==> config.mk <==
export PLATFORM = sky130hd
export DESIGN_NAME = sd_write_sequencer
export DESIGN_NICKNAME = d
export VERILOG_FILES = /design/src/rtl/sd_write_sequencer.sv
export SDC_FILE = /design/constraint.sdc
export NUM_CORES = 1
export LEC_CHECK = 0
export BUFFER_PORTS_ARGS = -buffer_cell sky130_fd_sc_hd__buf_2
export CAP_MARGIN = 40
export CORE_ASPECT_RATIO = 0.9
export CORE_MARGIN = 3
export CORE_UTILIZATION = 39
export CTS_CLUSTER_DIAMETER = 100
export DETAILED_ROUTE_END_ITERATION = 6
export HOLD_SLACK_MARGIN = 0.08
export PLACE_DENSITY = 0.66
export SYNTH_ARGS = -nofsm -noshare
export SYNTH_HDL_FRONTEND = slang
export SYNTH_SLANG_ARGS = --single-unit
==> constraint.sdc <==
create_clock -name master_clk_i -period 2.5 [get_ports master_clk_i]
set_input_delay 0.5 -clock master_clk_i [delete_from_list [all_inputs] [get_ports master_clk_i]]
set_output_delay 0.5 -clock master_clk_i [all_outputs]
set_load 0.02 [all_outputs]
==> src/rtl/sd_write_sequencer.sv <==
// sd_write_sequencer
// Drives the bootstrap SPI/SD engine through one single-block write:
// init handshake (first time only), CMD24 frame, data-token frame, then
// waits for write complete. Each wait phase has a timeout. A timeout after
// the command has been issued restarts from the command frame a bounded
// number of times.
//
// state | meaning
// ------+--------------------------------------------------------------
// IDLE  | waiting for wr_req_i; captures address/data on request
// INIT  | bootstrap_init_o high, waiting for bootstrap_initdone_i
// CMD   | CMD24 frame presented, waiting for flag 100 (command sent)
// TOKEN | data-token frame presented, waiting for flag 101 (data sent)
// WBUSY | line idle (all ones), waiting for flag 110 (write complete)
// DONE  | one-cycle success pulse; requests are not accepted here
// ERR   | sets the sticky error, returns to IDLE
module sd_write_sequencer #(
  parameter int unsigned TIMEOUT_CYC = 65535,
  parameter int unsigned MAX_RETRY   = 3
) (
  input  logic        master_clk_i,
  input  logic        master_rst_i,
  input  logic        wr_req_i,
  input  logic [31:0] wr_addr_i,
  input  logic [31:0] wr_data_i,
  input  logic        bootstrap_initdone_i,
  input  logic [2:0]  spi_flagreg_i,
  output logic        bootstrap_init_o,
  output logic [47:0] spi_data_o,
  output logic [8:0]  spi_statusreg_o,
  output logic        busy_o,
  output logic        done_o,
  output logic        err_o
);

  typedef enum logic [2:0] {
    ST_IDLE  = 3'd0,
    ST_INIT  = 3'd1,
    ST_CMD   = 3'd2,
    ST_TOKEN = 3'd3,
    ST_WBUSY = 3'd4,
    ST_DONE  = 3'd5,
    ST_ERR   = 3'd6
  } state_t;

  localparam logic [15:0] TMO_LAST    = 16'(TIMEOUT_CYC - 1);
  localparam logic [2:0]  RETRY_LIMIT = 3'(MAX_RETRY);

  localparam logic [2:0]  FLAG_CMD    = 3'b100;
  localparam logic [2:0]  FLAG_TOKEN  = 3'b101;
  localparam logic [2:0]  FLAG_WDONE  = 3'b110;

  localparam logic [8:0]  STAT_OFF    = 9'h000;
  localparam logic [8:0]  STAT_INIT   = 9'h1A3;
  localparam logic [8:0]  STAT_XFER   = 9'h1A7;

  localparam logic [47:0] FRAME_IDLE  = 48'hFFFF_FFFF_FFFF;

  state_t      state;
  state_t      state_nxt;
  logic        init_ok;
  logic        init_ok_nxt;
  logic [2:0]  retry;
  logic [2:0]  retry_nxt;
  logic [15:0] tmo;
  logic [15:0] tmo_nxt;
  logic [31:0] addr;
  logic [31:0] addr_nxt;
  logic [31:0] data;
  logic [31:0] data_nxt;
  logic        err;
  logic        err_nxt;

  // Phase bookkeeping shared by the three transfer wait states.
  logic        tmo_hit;
  logic        flag_hit;
  state_t      adv_state;

  assign tmo_hit = (tmo == TMO_LAST);

  // Expected flag and successor for whichever transfer phase is active.
  always_comb begin
    flag_hit  = 1'b0;
    adv_state = ST_IDLE;
    unique case (state)
      ST_CMD: begin
        flag_hit  = (spi_flagreg_i == FLAG_CMD);
        adv_state = ST_TOKEN;
      end
      ST_TOKEN: begin
        flag_hit  = (spi_flagreg_i == FLAG_TOKEN);
        adv_state = ST_WBUSY;
      end
      ST_WBUSY: begin
        flag_hit  = (spi_flagreg_i == FLAG_WDONE);
        adv_state = ST_DONE;
      end
      default: begin
        flag_hit  = 1'b0;
        adv_state = ST_IDLE;
      end
    endcase
  end

  // Next-state and next-register values.
  always_comb begin
    state_nxt   = state;
    init_ok_nxt = init_ok;
    retry_nxt   = retry;
    tmo_nxt     = tmo;
    addr_nxt    = addr;
    data_nxt    = data;
    err_nxt     = err;

    unique case (state)
      ST_IDLE: begin
        if (wr_req_i) begin
          addr_nxt  = wr_addr_i;
          data_nxt  = wr_data_i;
          err_nxt   = 1'b0;
          retry_nxt = '0;
          tmo_nxt   = '0;
          state_nxt = init_ok ? ST_CMD : ST_INIT;
        end
      end

      ST_INIT: begin
        tmo_nxt = tmo + 16'd1;
        if (bootstrap_initdone_i) begin
          init_ok_nxt = 1'b1;
          tmo_nxt     = '0;
          state_nxt   = ST_CMD;
        end else if (tmo_hit) begin
          // Init failures are not retried; the next request tries again.
          state_nxt = ST_ERR;
        end
      end

      ST_CMD, ST_TOKEN, ST_WBUSY: begin
        tmo_nxt = tmo + 16'd1;
        // The expected flag takes priority over a same-cycle timeout.
        if (flag_hit) begin
          tmo_nxt   = '0;
          state_nxt = adv_state;
        end else if (tmo_hit) begin
          if (retry < RETRY_LIMIT) begin
            retry_nxt = retry + 3'd1;
            tmo_nxt   = '0;
            state_nxt = ST_CMD;
          end else begin
            state_nxt = ST_ERR;
          end
        end
      end

      ST_DONE: begin
        state_nxt = ST_IDLE;
      end

      ST_ERR: begin
        err_nxt   = 1'b1;
        state_nxt = ST_IDLE;
      end

      default: begin
        state_nxt = ST_IDLE;
      end
    endcase
  end

  // State and datapath registers with synchronous active-low reset.
  always_ff @(posedge master_clk_i) begin
    if (!master_rst_i) begin
      state   <= ST_IDLE;
      init_ok <= 1'b0;
      retry   <= '0;
      tmo     <= '0;
      addr    <= '0;
      data    <= '0;
      err     <= 1'b0;
    end else begin
      state   <= state_nxt;
      init_ok <= init_ok_nxt;
      retry   <= retry_nxt;
      tmo     <= tmo_nxt;
      addr    <= addr_nxt;
      data    <= data_nxt;
      err     <= err_nxt;
    end
  end

  // Moore output decode from the registered state and captured payload.
  always_comb begin
    bootstrap_init_o = 1'b0;
    spi_data_o       = FRAME_IDLE;
    spi_statusreg_o  = STAT_OFF;
    busy_o           = (state != ST_IDLE);
    done_o           = 1'b0;
    err_o            = err;

    unique case (state)
      ST_INIT: begin
        bootstrap_init_o = 1'b1;
        spi_statusreg_o  = STAT_INIT;
      end
      ST_CMD: begin
        spi_data_o      = {8'h58, addr, 8'hFF};
        spi_statusreg_o = STAT_XFER;
      end
      ST_TOKEN: begin
        spi_data_o      = {8'hFE, data, 8'h00};
        spi_statusreg_o = STAT_XFER;
      end
      ST_WBUSY: begin
        spi_statusreg_o = STAT_XFER;
      end
      ST_DONE: begin
        done_o = 1'b1;
      end
      default: begin
        bootstrap_init_o = 1'b0;
      end
    endcase
  end

endmodule

== Word-level counts from Yosys, hierarchy flattened ==
Index checks and enable logic that the tools add are counted.
Storage, ports and cells
  bits of input ports: 71
  word-level logic and storage cells: 65
  bits in registers: 88
  output and inout bits: 61
Cells by class
  order comparisons: 1
  $add $sub $neg: 2
  reduce and logical (&&, ||, !) cells: 12
  equality and inequality tests: 16
  muxes and demuxes: 27
Operator list (number)
  one-hot mux 48 bit (2 select lines): 1
  two-way mux 16 bit: 5
  one-hot mux 16 bit (3 select lines): 1
  two-way mux 3 bit: 10
  equality test 3 bit, second input constant: 6
  one-hot mux 3 bit (3 select lines): 2
  one-hot mux 9 bit (2 select lines): 1
  adder 16 x 1 -> 16 bit, second input constant: 1
  equality test 16 bit, second input constant: 1
  AND reduction 2 bit: 4
  equality test 3 x 2 -> 1 bit, second input constant: 2
  one-hot mux 3 bit (2 select lines): 1
  nonzero test 3 bit: 2
  AND reduction 5 bit: 1
  inequality test 2 x 1 -> 1 bit, second input constant: 2
  inequality test 2 bit, second input constant: 2
  nonzero test 2 bit: 2
  adder 3 x 1 -> 3 bit, second input constant: 1
  equality test 3 x 1 -> 1 bit, second input constant: 1
  zero test 3 bit: 1
  < comparator 3 x 2 -> 1 bit, second input constant: 1
  two-way mux 1 bit: 3
  inequality test 3 x 1 -> 1 bit, second input constant: 1
  inequality test 3 bit, second input constant: 1
  other kinds (5): 5

== Depth between registers and ports, before layout ==
  word-level depth: 5
  depth in mapped cells: 7
  gate-level depth less buffers: 7

== Worst setup path before layout ==
OpenSTA, ideal clock, no wires.
  path type: reg-to-output
  from: register state[2]
  to: output port spi_statusreg_o[1]
  cell stages (with the launch flop): 6
  required time: 2000 ps
  path slack: 259 ps
  arrival: 1741 ps
  cells stage by stage: dfxtp_1 buf_6 buf_6 nor3_1 nand2b_1 buf_4
On the way
  cells in the longest elaborated chain, start to end: 3
Ends and longest elaborated chain
  from (decl): line 59  | state_t state;
  from (signal assigned): line 182  | state <= state_nxt;
  equality test 3 bit / equality test 3 x 2 -> 1 bit (equally long branches): line 201  | unique case (state)
  OR reduction 3 bit (no line)
  one-hot mux 9 bit (2 select lines) (*): line 201
  to (decl): line 30  | output logic [8:0] spi_statusreg_o,
Mark *: on every way between the ends. The rest lies on a longest branch, timed or not.

== Worst setup path in the final report ==
  from: register state[0]
  to: output port spi_statusreg_o[5]
Same word-level chain as after synthesis.

==> results_dict.tcl <==
set metrics [dict create \
    status "finished, final reports clean" \
    clk_latency_ns 0.34 \
    mostFrequentLayoutCell "nand2_1" \
    routed_via_density 5.09 \
    dieArea_um2 12400 \
    drive_above_1_share_pct 26.3 \
    io_buffers 125 \
    critPathLaunch "state[0]$_SDFFE_PN0P_" \
    postCtsSetupBuffers 0 \
    ys_async_sr_fraction_pct 0 \
    clockBufferDepth 2 \
    rsz0062_at_grt "false" \
    power_density_nw_per_um2 1160 \
    ys_ff_latch 88 \
    start_kind "flop" \
    layout_common_cells "nand2_1 (176), buf_2 (125), dfxtp_1 (85), a21oi_1 (78), mux2i_1 (33)" \
    placed_cells_incl_taps 764 \
    grt_pass1_vias 3647 \
    grt_antenna_before_repair 0 \
    holdPathStages 3 \
    switching_share_pct 42.5 \
    setup_viol 0 \
    dpl.hpwl_mm 7.40 \
    synthCells 552 \
    min_from "wr_data_i[1]" \
    ys_warn_count 0 \
    cts.root.buffer_cell "clkbuf_16" \
    drv_cap 0 \
    cts_buffers 9 \
    p_int_mw 3.48 \
    ir_drop_mv 0.472 \
    io_pins 132 \
    drc 0 \
    die_y_um 106 \
    finalMaxSlewViolations 0 \
    core_um2 10500 \
    seq_area_frac_synth_pct 40.8 \
    netSwitchingPower_mw 2.57 \
    clock_power_share_pct 23.1 \
    tns_ns 0 \
    nNetsFinal 720 \
    synth_edf_count 0 \
    syn_to_final_growth_pct 21.1 \
    p_comb_share_pct 46.4 \
    clk_pin_slew_ns 0.06 \
    wl_mm 10.7 \
    dr_total_vias 3961 \
    gp_congestion 0.787 \
    p_leak_nw 2.06 \
    r2r_end "state[2]$_SDFFE_PN0P_" \
    clock_sinks 88 \
    max_freq_ghz 0.436 \
    worst-r2r-cell-count 6 \
    start_util_pct 41.0 \
    r2r_start "tmo[1]$_SDFFE_PN0P_" \
    hold_viol_final 0 \
    cts_resized 0 \
    grt_pass1_wl_mm 17.2 \
    cp-endpoint "spi_statusreg_o[5]" \
    relSlewSlack_pct 44.2 \
    fin_crit_sh_pct 91.8 \
    gr-total-overflow 0 \
    hold_path_class "input port to flop" \
    syn_area_um2 4310 \
    synth.avg_cell_area_um2 7.81 \
    diodes 0 \
    die_w_um 117 \
    critPathMaxFanout 15 \
    ant_nets 0 \
    drt_iter0_drc 295 \
    worst_pin_slew_ns 0.830 \
    cts_tree "done" \
    seq_power_share_pct 30.4 \
    regToRegSetupSlack_ns 0.45 \
    detail_route.first_pass.iterations 4 \
    synth_cell_types 55 \
    critPathRequiredTime_ns 2.00 \
    row_count 35 \
    synthFlopType "dfxtp_1" \
    fin_skew_ns 0.00876 \
    grt_usage_pct 17.1 \
    critPathKind "flop to primary output" \
    cts_htree_levels 3 \
    end_kind "primary output" \
    ctsHoldBuffers 0 \
    grt_start_max_net_pins 65 \
    cp_data_arrival_time_ns 1.80 \
    finalCriticalPeriod_ns 2.30 \
    routedWlPerCell_um 13.7 \
    final_cells 778 \
]
[cell usage after synthesis (3+ instances only)]
| library cell | n | area [um2] |
|---|---|---|
| dfxtp_1 | 88 | 1760 |
| nand2_1 | 177 | 664 |
| buf_2 | 4 | 20.0 |
| clkbuf_8 | 3 | 41.3 |
| and3_1 | 4 | 25.0 |
| nor3_1 | 8 | 40.0 |
| nor4_1 | 3 | 18.8 |
| buf_1 | 5 | 18.8 |
| nor2b_1 | 5 | 31.3 |
| clkbuf_1 | 21 | 78.8 |
| a21oi_1 | 78 | 390 |
| inv_1 | 7 | 26.3 |
| or3_1 | 3 | 18.8 |
| xnor2_1 | 5 | 43.8 |
| nor2_1 | 18 | 67.6 |
| xor2_1 | 5 | 43.8 |
| o21ai_0 | 6 | 30.0 |
| ha_1 | 3 | 37.5 |
| o22ai_1 | 5 | 31.3 |
| buf_4 | 21 | 158 |
| nand3_1 | 9 | 45.0 |
| mux2i_1 | 33 | 330 |
| nand4_1 | 3 | 18.8 |
[how the worst min path moves through the flow]
| stage | end | slack (ns) |
|---|---|---|
| 2_1_floorplan | addr[0]$_SDFFE_PN0P_ | 0.44 |
| 3_5_place_dp | data[26]$_SDFFE_PN0P_ | 0.45 |
| 3_3_place_gp | addr[23]$_SDFFE_PN0P_ | 0.44 |
| 4_1_cts | data[17]$_SDFFE_PN0P_ | 0.39 |
| 5_1_grt | addr[17]$_SDFFE_PN0P_ | 0.39 |
| 6_report | data[1]$_SDFFE_PN0P_ | 0.39 |
[final cells by class]
class / count / area, um2
clock buffer: 9 / 225
tap: 129 / 161
inverter: 7 / 26.3
clock inverter: 5 / 83.8
sequential: 88 / 1770
fill: 1034 / 5290
timing repair buffer: 135 / 751
multi-input combinational: 405 / 2210
[registers in the layout, summed over array words and instances (netlist names)]
| name | count |
|---|---|
| retry | 3 |
| state | 3 |
| addr | 32 |
| data | 32 |
| init_ok | 1 |
| tmo | 16 |
| err_o | 1 |
[power groups by stage]
stage                     registers (mW)  clock network (mW)  logic, mW
final                               1.84                1.40       2.81
after detailed placement            1.87                   0       2.83
after global placement              1.85                   0       2.79
after global routing                1.88                1.49       3.08
after CTS                           1.84                1.42       2.83
after floorplan                     1.75                   0       2.21
[layer usage]
metal  share of wire [%]  vias to the layer above  track usage (%)
met1                  46                     1810             23.1
met2                  46                      142             26.9
met5                   0                        -                0
met4                0.50                        0             3.03
met3                 8.1                        6             5.40
li1                    -                     2003                -
[worst max-delay path, cell delays in order (launching register included)]
cell	delay (ns)
dfxtp_2	0.55
nor2_1	0.17
a21oi_2	0.37
nand2b_1	0.18
buf_2	0.20
[metrics by stage]
stage / worst slack, ns / power [mW] / utilization (%) / cell area [um2] / hold slack (ns)
2_1_floorplan: 0.259 / 3.96 / - / 4330 / 0.436
5_1_grt: 0.0695 / 6.45 / 49.7 / 5230 / 0.391
4_1_cts: 0.0920 / 6.09 / 49.7 / 5220 / 0.387
6_report: 0.205 / 6.05 / 49.7 / 5230 / 0.393
3_5_place_dp: 0.381 / 4.69 / 46.8 / 4910 / 0.447
3_3_place_gp: 0.406 / 4.64 / 46.8 / 4910 / 0.441
[kinds of logic after synthesis]
| group | count (synthesis) | share of synthesized area (%) |
|---|---|---|
| flip-flops | 88 | 40.8 |
| AO/OA/AOI/OAI | 108 | 15.0 |
| multiplexers | 33 | 7.66 |
| buffers and inverters | 63 | 8.47 |
| adder cells (fa/ha/maj) | 3 | 0.870 |
| AND/OR/NAND/NOR | 245 | 25.0 |
| XOR/XNOR | 10 | 2.03 |
| other | 2 | 0.174 |
No activity file was read; power rests on OpenSTA's default activity.
